## src/rtl/branch_predictor.sv

```systemverilog
// Direct-mapped branch predictor with per-entry saturating direction counters.
// The fetch stage looks up combinationally from the current table contents.
// The decode stage trains or allocates one entry per cycle and also counts
// mispredictions. A lookup and an update in the same cycle see the old table.
module branch_predictor #(
    parameter int ENTRIES     = 16,
    parameter int CNT_W       = 2,
    parameter bit STATIC_MISS = 1'b1
) (
    input  logic        iClk,
    input  logic        iRstN,
    input  logic [31:0] iPCF,
    input  logic        iStaticTakeF,
    input  logic [31:0] iStaticTargetF,
    input  logic        iUpdateEnD,
    input  logic [31:0] iUpdatePCD,
    input  logic        iUpdateTakenD,
    input  logic [31:0] iUpdateTargetD,
    input  logic        iMispredictD,
    output logic        oPredTakeF,
    output logic [31:0] oPredTargetF,
    output logic        oHitF,
    output logic [31:0] oMispredictCount
);

    localparam int IDX_W = $clog2(ENTRIES);
    localparam int TAG_W = 32 - IDX_W - 2;

    // Counter values for a weakly-taken and a weakly-not-taken entry.
    localparam logic [CNT_W-1:0] CNT_MAX = '1;
    localparam logic [CNT_W-1:0] CNT_WT  = CNT_W'(1) << (CNT_W - 1);
    localparam logic [CNT_W-1:0] CNT_WNT = CNT_WT - CNT_W'(1);

    logic             valid_q  [ENTRIES];
    logic [TAG_W-1:0] tag_q    [ENTRIES];
    logic [31:0]      target_q [ENTRIES];
    logic [CNT_W-1:0] cnt_q    [ENTRIES];
    logic [31:0]      mis_cnt_q;

    logic [IDX_W-1:0] f_idx;
    logic [TAG_W-1:0] f_tag;
    logic [IDX_W-1:0] u_idx;
    logic [TAG_W-1:0] u_tag;
    logic             u_hit;
    logic [CNT_W-1:0] cnt_next;

    // The two low PC bits are always zero for aligned instructions, so they
    // take no part in indexing or tagging.
    logic unused_pc_lsbs;
    assign unused_pc_lsbs = ^{iPCF[1:0], iUpdatePCD[1:0]};

    assign f_idx = iPCF[IDX_W+1:2];
    assign f_tag = iPCF[31:IDX_W+2];
    assign u_idx = iUpdatePCD[IDX_W+1:2];
    assign u_tag = iUpdatePCD[31:IDX_W+2];

    // Fetch-side lookup: a hit uses the table, a miss falls back to the static guess.
    always_comb begin
        oHitF        = valid_q[f_idx] && (tag_q[f_idx] == f_tag);
        oPredTakeF   = 1'b0;
        oPredTargetF = iStaticTargetF;
        if (oHitF) begin
            oPredTakeF   = cnt_q[f_idx][CNT_W-1];
            oPredTargetF = target_q[f_idx];
        end else if (STATIC_MISS) begin
            oPredTakeF   = iStaticTakeF;
        end
    end

    // Saturating counter step for the entry being trained.
    always_comb begin
        u_hit    = valid_q[u_idx] && (tag_q[u_idx] == u_tag);
        cnt_next = cnt_q[u_idx];
        if (iUpdateTakenD) begin
            if (cnt_q[u_idx] != CNT_MAX) cnt_next = cnt_q[u_idx] + CNT_W'(1);
        end else begin
            if (cnt_q[u_idx] != '0) cnt_next = cnt_q[u_idx] - CNT_W'(1);
        end
    end

    // Table state: reset clears everything, otherwise train on a hit or allocate on a miss.
    always_ff @(posedge iClk) begin
        if (!iRstN) begin
            for (int i = 0; i < ENTRIES; i++) begin
                valid_q[i]  <= 1'b0;
                tag_q[i]    <= '0;
                target_q[i] <= '0;
                cnt_q[i]    <= CNT_WNT;
            end
        end else if (iUpdateEnD) begin
            if (u_hit) begin
                cnt_q[u_idx] <= cnt_next;
                if (iUpdateTakenD) target_q[u_idx] <= iUpdateTargetD;
            end else begin
                valid_q[u_idx]  <= 1'b1;
                tag_q[u_idx]    <= u_tag;
                target_q[u_idx] <= iUpdateTargetD;
                cnt_q[u_idx]    <= iUpdateTakenD ? CNT_WT : CNT_WNT;
            end
        end
    end

    // Misprediction counter, saturating at all-ones.
    always_ff @(posedge iClk) begin
        if (!iRstN) begin
            mis_cnt_q <= '0;
        end else if (iUpdateEnD && iMispredictD && (mis_cnt_q != 32'hFFFF_FFFF)) begin
            mis_cnt_q <= mis_cnt_q + 32'd1;
        end
    end

    assign oMispredictCount = mis_cnt_q;

endmodule

```

## config.mk

```make
export PLATFORM = sky130hd
export DESIGN_NAME = branch_predictor
export DESIGN_NICKNAME = d
export VERILOG_FILES = /design/src/rtl/branch_predictor.sv
export SDC_FILE = /design/constraint.sdc
export NUM_CORES = 1
export LEC_CHECK = 0
export CAP_MARGIN = 20
export CELL_PAD_IN_SITES_DETAIL_PLACEMENT = 1
export CELL_PAD_IN_SITES_GLOBAL_PLACEMENT = 2
export CORE_MARGIN = 5
export CORE_UTILIZATION = 46
export DETAILED_ROUTE_END_ITERATION = 16
export PLACE_DENSITY = 0.93
export SLEW_MARGIN = 20
export SYNTH_ARGS = -nofsm -noshare
export SYNTH_HDL_FRONTEND = slang
export SYNTH_SLANG_ARGS = --single-unit
```

## constraint.sdc

```tcl
create_clock -name iClk -period 8.58 [get_ports iClk]
set_input_delay 2.145 -clock iClk [delete_from_list [all_inputs] [get_ports iClk]]
set_output_delay 2.145 -clock iClk [all_outputs]
set_load 0.03 [all_outputs]
```

==> flow_summary_export.csv, run 1 <==
group,metric,value,unit
synthesis,synth_top_area_share,55.9,%
layout,final_nets,3568,
synthesis,synth_seq_cells,1008,
timing,period_needed,8050,ps
pwr,fin_total_pwr,11.7,mW
global_routing,grt_pass1_vias,36395,
timing,finalHoldViolations,0,
cts,clk_pin_slew,60,ps
cts,clk_latency,710,ps
cts,post_cts_resized,0,
placed_design,finalWeightedCongestion,0.901,
synthesis,yosys_warnings,0,
detailed_routing,drt-vias-per-instance,6.92,
cts,cts_setup_buffers,0,
floorplan,pin_count,200,
floorplan,die_y,345,um
placed_design,place.port_buffers,195,
synthesis,synthesis.area_per_instance,15.1,um^2
floorplan,starting_utilization_of_the_core_area,46.5,%
floorplan,number_of_rows_created_at_floorplan,122,
timing,rsz0062_at_grt,"no",
synthesis,synth-edff-count,960,
setup_path,path_max_fanout,34,
cts,numClockSinks,1008,
setup_path,critPathMaxStageDelay,540,ps
synthesis,netlist-cell-type-count,66,
synthesis,synth_seq_area_share,57.8,%
global_routing,grt_pass1_wl,255000,um
synthesis,synthTopCellsByArea,"sky130_fd_sc_hd__edfxtp_1, sky130_fd_sc_hd__mux4_2, sky130_fd_sc_hd__nor3b_1",
floorplan,die-width,345,um
flow_run,max-cap-violations,0,
placed_design,detailed_place_hpwl,102000,um
synthesis,ys.flop_type,"sky130_fd_sc_hd__edfxtp_1",
global_routing,gr-total-overflow,0,
layout,final_design_area_no_fill,58600,um^2
timing,max_freq,124,MHz
global_routing,grt_start_max_net_pins,152,
timing,period_utilisation_layout,93.8,%
placed_design,detailed_place.area,55100,um^2
setup_path,worstSetupPathType,"in -> out",
timing,final_max_slew_viol_count,0,
setup_path,endpoint_kind,"primary output",
setup_path,critical-path-slowest-cell,"sky130_fd_sc_hd__mux4_2",
floorplan,design.die.area,119000,um^2
timing,max_slew.worst_pin.slew,1220,ps
layout,fillCellCount,10437,
setup_path,timing.critical_path.mode_cell,"sky130_fd_sc_hd__buf_12",
pwr,cellPowerDensity,200,nW/um^2
detailed_routing,num_vias,34713,
timing,final_clock_skew,25.8,ps
detailed_routing,detail-route-antenna-nets,0,
synthesis,syn_nets,3558,
setup_path,cp_data_arrival_time,5910,ps
detailed_routing,wirelength,177000,um
cts,master_cell_of_the_clock_root_buffer,"sky130_fd_sc_hd__clkbuf_16",
pwr,worst_supply_voltage_drop_on_vdd,172,uV
detailed_routing,dr.pass1.iters,5,
setup_path,required,6440,ps
global_routing,antenna_found_initial,16,
floorplan,core_area,111000,um^2
synthesis,post_synth_most_frequent_cells,"sky130_fd_sc_hd__edfxtp_1, sky130_fd_sc_hd__nor3b_1, sky130_fd_sc_hd__mux4_2",
detailed_routing,drc,0,
worst_hold_path,min-delay-path-class,"reg -> reg",
synthesis,syn_inst,3423,
cts,cts_buffer_depth,3,
layout,area_delta_synth_final,13.6,%
pwr,leakagePower,19.1,nW
cts,cts_inserted_buffers,108,
synthesis,netlist.top_cell.by_area,"sky130_fd_sc_hd__edfxtp_1",
timing,slew_headroom,18.5,%
synthesis,post_syn_area,51600,um^2
outcome,result_of_the_run,"completed",
cts,clock_tree.htree_level_count,3,
cts,cts_hold_repair.buffers,0,
layout,post_route_cells_drive_above_1_share,22.3,%
detailed_routing,initialDrtViolationCount,5018,
global_routing,track_usage,29.4,%
timing,worst_hold_slack,480,ps
synthesis,synth_most_common_cell,"sky130_fd_sc_hd__edfxtp_1",
setup_path,crit_path_start_kind,"input port",
timing,setup_total_negative_slack,0,ps
setup_path,cp_cell_sequence,"buf_8 -> buf_12 -> mux4_2 -> mux4_2 -> xnor2_1 -> nand3_1 -> nor3_1 -> buf_4 -> inv_1 -> nand4bb_4 -> buf_12 -> mux2_2 -> buf_12",
detailed_routing,wire_per_inst,35.2,um
synthesis,synth-async-reset-ratio,0,%
timing,finish_stage_setup_viols,0,
cts,cts_tree,"yes",
[cell usage in the layout, fill, tap and decap left out, types with 10 or more instances in the layout]
cell type,synthesis,routed
sky130_fd_sc_hd__o21ai_0,65,33
sky130_fd_sc_hd__inv_1,27,27
sky130_fd_sc_hd__a22o_1,14,14
sky130_fd_sc_hd__edfxtp_1,960,960
sky130_fd_sc_hd__nand3_1,15,15
sky130_fd_sc_hd__o31ai_1,15,15
sky130_fd_sc_hd__a21oi_1,28,28
sky130_fd_sc_hd__clkdlybuf4s50_1,0,153
sky130_fd_sc_hd__nor3b_1,721,721
sky130_fd_sc_hd__o21ai_4,0,32
sky130_fd_sc_hd__xnor2_1,48,48
sky130_fd_sc_hd__nor3_1,98,97
sky130_fd_sc_hd__buf_4,14,129
sky130_fd_sc_hd__buf_12,0,22
sky130_fd_sc_hd__and3_1,133,133
sky130_fd_sc_hd__clkbuf_16,0,110
sky130_fd_sc_hd__xor2_1,23,23
sky130_fd_sc_hd__and2_1,28,28
sky130_fd_sc_hd__clkinv_1,4,28
sky130_fd_sc_hd__clkbuf_1,244,19
sky130_fd_sc_hd__mux2_2,43,43
sky130_fd_sc_hd__clkinv_2,0,24
sky130_fd_sc_hd__nand2_4,0,10
sky130_fd_sc_hd__mux2i_1,135,135
sky130_fd_sc_hd__mux4_2,364,364
sky130_fd_sc_hd__dfxtp_1,48,48
sky130_fd_sc_hd__nand4_1,16,16
sky130_fd_sc_hd__a22oi_1,24,24
sky130_fd_sc_hd__nor2_1,17,15
sky130_fd_sc_hd__a221oi_1,10,10
sky130_fd_sc_hd__diode_2,0,11
sky130_fd_sc_hd__nand2_1,83,67
[kinds of logic after synthesis]
logic type,after synthesis,synth area share [%]
AND/OR/NAND/NOR,1156,15.1
flip-flops,1008,57.8
multiplexers,542,19.5
buffers and inverters,443,3.78
adder cells (fa/ha/maj),1,0.0243
AO/OA/AOI/OAI,202,2.66
XOR/XNOR,71,1.21
[report_power, final]
group	total [mW]	leakage, nW	switching, mW	internal, mW
registers	5.78	9.51	0.125	5.65
logic	1.29	7.87	0.727	0.565
clock network	4.64	1.68	2.02	2.62
[area by class of cell]
class | count | area (um^2) | area share [%]
Inverter | 32 | 120 | 0.205
Tap cell | 1488 | 1860 | 3.18
Multi-Input combinational cell | 1972 | 20300 | 34.7
Sequential cell | 1008 | 29800 | 50.8
Clock inverter | 63 | 527 | 0.899
Timing Repair Buffer | 311 | 3050 | 5.20
Clock buffer | 134 | 2890 | 4.94
Antenna cell | 11 | 27.5 | 0.0470
[worst max-delay path: cells and delay by family]
family	cells	cell delay [ps]
muxes	3	1420
buffers and inverters	6	1310
and+or+nand+nor	3	640
xor gates and xnor gates	1	320
[state kept, by name, summed over array words and instances (netlist names)]
name,flops
target_q,512
tag_q,416
cnt_q,32
oMispredictCount,32
valid_q,16
[routing by layer]
| metal | track usage, % | routed length [um] | up-vias | part of all wire (%) |
|---|---|---|---|---|
| met3 | 6.70 | 18600 | 554 | 11 |
| li1 | - | - | 13666 | - |
| met5 | 0 | 68 | - | 0.039 |
| met1 | 38.0 | 63800 | 18123 | 36 |
| met2 | 47.7 | 84900 | 2360 | 48 |
| met4 | 13.1 | 9250 | 10 | 5.2 |
[through the flow]
step | setup WS [ps] | utilization (%) | instances
global placement | 650 | 49.6 | 4809
detailed placement | 534 | 49.7 | 4809
finish | 528 | 52.8 | 5019
global route | 325 | 52.8 | 5009
floorplan | 1050 | - | 3423
CTS | 500 | 52.7 | 5006
[final timing paths]
| path | to | from | slack (ps) | cells past startpoint |
|---|---|---|---|---|
| setup / recovery | oPredTargetF[7] | iPCF[2] | 530 | 13 |
| hold / removal | valid_q[13] | valid_q[13] | 480 | 2 |
| setup reg to reg | target_q[8][10] | tag_q[11][8] | 4010 | 10 |
| hold reg to reg | valid_q[13] | valid_q[13] | 480 | 2 |
Power figures use the tool's default switching activity.
==> run 2, diff against run 1 <==
--- a/config.mk
+++ b/config.mk
@@ -12,6 +12,8 @@
 export CORE_UTILIZATION = 46
 export DETAILED_ROUTE_END_ITERATION = 16
 export PLACE_DENSITY = 0.93
+export RECOVER_POWER = 100
+export SETUP_SLACK_MARGIN = 0.4
 export SLEW_MARGIN = 20
 export SYNTH_ARGS = -nofsm -noshare
 export SYNTH_HDL_FRONTEND = slang
==> run 2 against run 1 <==
Compared with the run above: highest routed layer unchanged; critical path depth shrank 7; the run now ends with capacitance limit, slew limit left; combinational power is essentially flat; first-iteration DRC count grew 2.6%; register-to-register slack lost 240 ps; largest power group unchanged.
==> flow_summary_export.csv, run 2 (same netlist as run 1, synthesis figures left out) <==
group,metric,value,unit
worst_hold_path,min-delay-path-class,"reg -> reg",
layout,final_cell_mix,"sky130_fd_sc_hd__edfxtp_1, sky130_fd_sc_hd__nor3b_1, sky130_fd_sc_hd__mux4_2",
timing,post-route-worst-setup-slack,50.8,ps
floorplan,design.die.area,119000,um^2
cts,clock_tree.htree_level_count,3,
layout,final_common_cell,"sky130_fd_sc_hd__edfxtp_1",
detailed_routing,detail-route-antenna-nets,0,
layout,final_nets,3568,
timing,finalHoldViolations,0,
cts,cts_tree,"yes",
global_routing,gr-total-overflow,0,
setup_path,path_max_fanout,40,
global_routing,grt_start_max_net_pins,152,
timing,final_max_slew_viol_count,467,
floorplan,pin_count,200,
cts,cts_buffer_depth,3,
cts,numClockSinks,1008,
setup_path,critPathMaxStageDelay,2760,ps
floorplan,number_of_rows_created_at_floorplan,122,
setup_path,cp_data_arrival_time,8940,ps
placed_design,finalWeightedCongestion,0.901,
timing,setup_total_negative_slack,0,ps
setup_path,required,8990,ps
setup_path,endpoint_kind,"register",
placed_design,place.port_buffers,195,
outcome,violations,"capacitance limit, slew limit",
cts,clk_latency,710,ps
layout,area_delta_synth_final,13.0,%
timing,max_slew.worst_pin.slew,3870,ps
layout,largest_register_ff_count,512,
global_routing,grt_pass1_wl,255000,um
floorplan,core_area,111000,um^2
layout,largest_registers,"target_q x512, tag_q x416",
floorplan,die_y,345,um
layout,fillCellCount,10469,
placed_design,pre_cts_ws,534,ps
timing,period_needed,8530,ps
floorplan,starting_utilization_of_the_core_area,46.5,%
timing,slew_headroom,-158,%
setup_path,critical-path-slowest-cell,"sky130_fd_sc_hd__clkbuf_1",
detailed_routing,wirelength,177000,um
timing,rsz0062_at_grt,"no",
placed_design,detailed_place_hpwl,102000,um
outcome,result_of_the_run,"finished with violations",
global_routing,globalRouteMet1Util,38.0,%
detailed_routing,num_vias,34842,
layout,post_route_cells_drive_above_1_share,20.8,%
detailed_routing,drc,0,
setup_path,worstSetupPathType,"in -> reg",
pwr,leakagePower,18.9,nW
detailed_routing,dr.pass1.iters,5,
global_routing,gr-max-usage-layer,"met2",
setup_path,worstPathBufferInverterCount,3,
timing,finish_stage_setup_viols,0,
cts,cts_inserted_buffers,108,
global_routing,use_met3,6.70,%
global_routing,track_usage,29.4,%
pwr,cellPowerDensity,201,nW/um^2
cts,clk_pin_slew,60,ps
detailed_routing,drt-vias-per-instance,6.94,
global_routing,met2_usage,47.7,%
detailed_routing,initialDrtViolationCount,5146,
pwr,worst_supply_voltage_drop_on_vdd,168,uV
setup_path,cp_cell_sequence,"clkbuf_1 -> nor3_1 -> nand2_4 -> clkbuf_1 -> o21ai_4 -> buf_4",
floorplan,die-width,345,um
cts,cts_setup_buffers,0,
timing,period_utilisation_layout,99.4,%
flow_run,max-cap-violations,13,
timing,final_clock_skew,26.7,ps
timing,max_freq,117,MHz
setup_path,timing.critical_path.mode_cell,"sky130_fd_sc_hd__clkbuf_1",
detailed_routing,wire_per_inst,35.2,um
layout,regMostFlops,"target_q",
global_routing,grt_pass1_vias,36395,
global_routing,antenna_found_initial,16,
cts,master_cell_of_the_clock_root_buffer,"sky130_fd_sc_hd__clkbuf_16",
setup_path,crit_path_start_kind,"input port",
setup_path,crit_family,"buffers and inverters",
[run 2: cell types whose count changed in the layout (fill, tap and decap cells not counted), moves of 10 or more]
cell / change
sky130_fd_sc_hd__and2_0: +13
sky130_fd_sc_hd__and2_1: -13
sky130_fd_sc_hd__buf_4: -48
sky130_fd_sc_hd__clkbuf_1: +28
sky130_fd_sc_hd__clkbuf_2: +12
sky130_fd_sc_hd__clkdlybuf4s50_1: -33
sky130_fd_sc_hd__dlygate4sd3_1: +33
sky130_fd_sc_hd__nand2_1: +13
sky130_fd_sc_hd__o21ai_4: -10
[run 2: repair_timing]
| item | in CTS | in global routing |
|---|---|---|
| gates resized for setup | 0 | 2 |
| endpoints found under the setup margin | 0 | 33 |
| hold buffers | 0 | 0 |
[run 2: through the flow]
step | utilization (%) | instance area [um^2] | power, mW | hold slack (ps) | std cells
2_1_floorplan | - | 51600 | 6.60 | 436 | 3423
5_1_grt | 52.5 | 58200 | 12.0 | 526 | 5009
3_3_place_gp | 49.6 | 55100 | 7.07 | 453 | 4809
4_1_cts | 52.7 | 58500 | 11.7 | 482 | 5006
6_report | 52.5 | 58300 | 11.7 | 480 | 5017
3_5_place_dp | 49.7 | 55100 | 7.14 | 469 | 4809
[run 2: final timing paths]
path,slack (ps),from,end,depth (start not counted)
setup reg to reg,3770,tag_q[13][25],tag_q[13][14],10
hold / removal,480,valid_q[13],valid_q[13],2
setup / recovery,50,iUpdatePCD[5],tag_q[1][23],6
hold reg to reg,480,valid_q[13],valid_q[13],2
[run 2: power breakdown]
part / internal, mW / leakage [nW] / switching, mW / total [mW]
logic: 0.557 / 7.72 / 0.724 / 1.28
clock network: 2.62 / 1.68 / 2.02 / 4.64
registers: 5.65 / 9.51 / 0.125 / 5.78
total: 8.83 / 18.9 / 2.87 / 11.7
[run 2: final cells by class]
cell class / count / area (um^2) / share of cell area, %
Sequential cell: 1008 / 29800 / 51.1
Multi-Input combinational cell: 1972 / 20200 / 34.6
Timing Repair Buffer: 311 / 2900 / 4.98
Clock buffer: 134 / 2890 / 4.96
Tap cell: 1488 / 1860 / 3.20
Clock inverter: 63 / 527 / 0.904
Inverter: 32 / 120 / 0.206
Antenna cell: 9 / 22.5 / 0.0387
[run 2: per-layer routing]
layer / wire length, um / vias to the layer above
li1: - / 13661
met3: 19500 / 569
met1: 62800 / 18095
met5: 68 / -
met4: 9110 / 10
met2: 85000 / 2507
[run 2: tightest hold or removal path, stage by stage (launching register included)]
cell and delay [ps]:
sky130_fd_sc_hd__dfxtp_1 320, sky130_fd_sc_hd__nand2_1 50, sky130_fd_sc_hd__o21ai_0 60
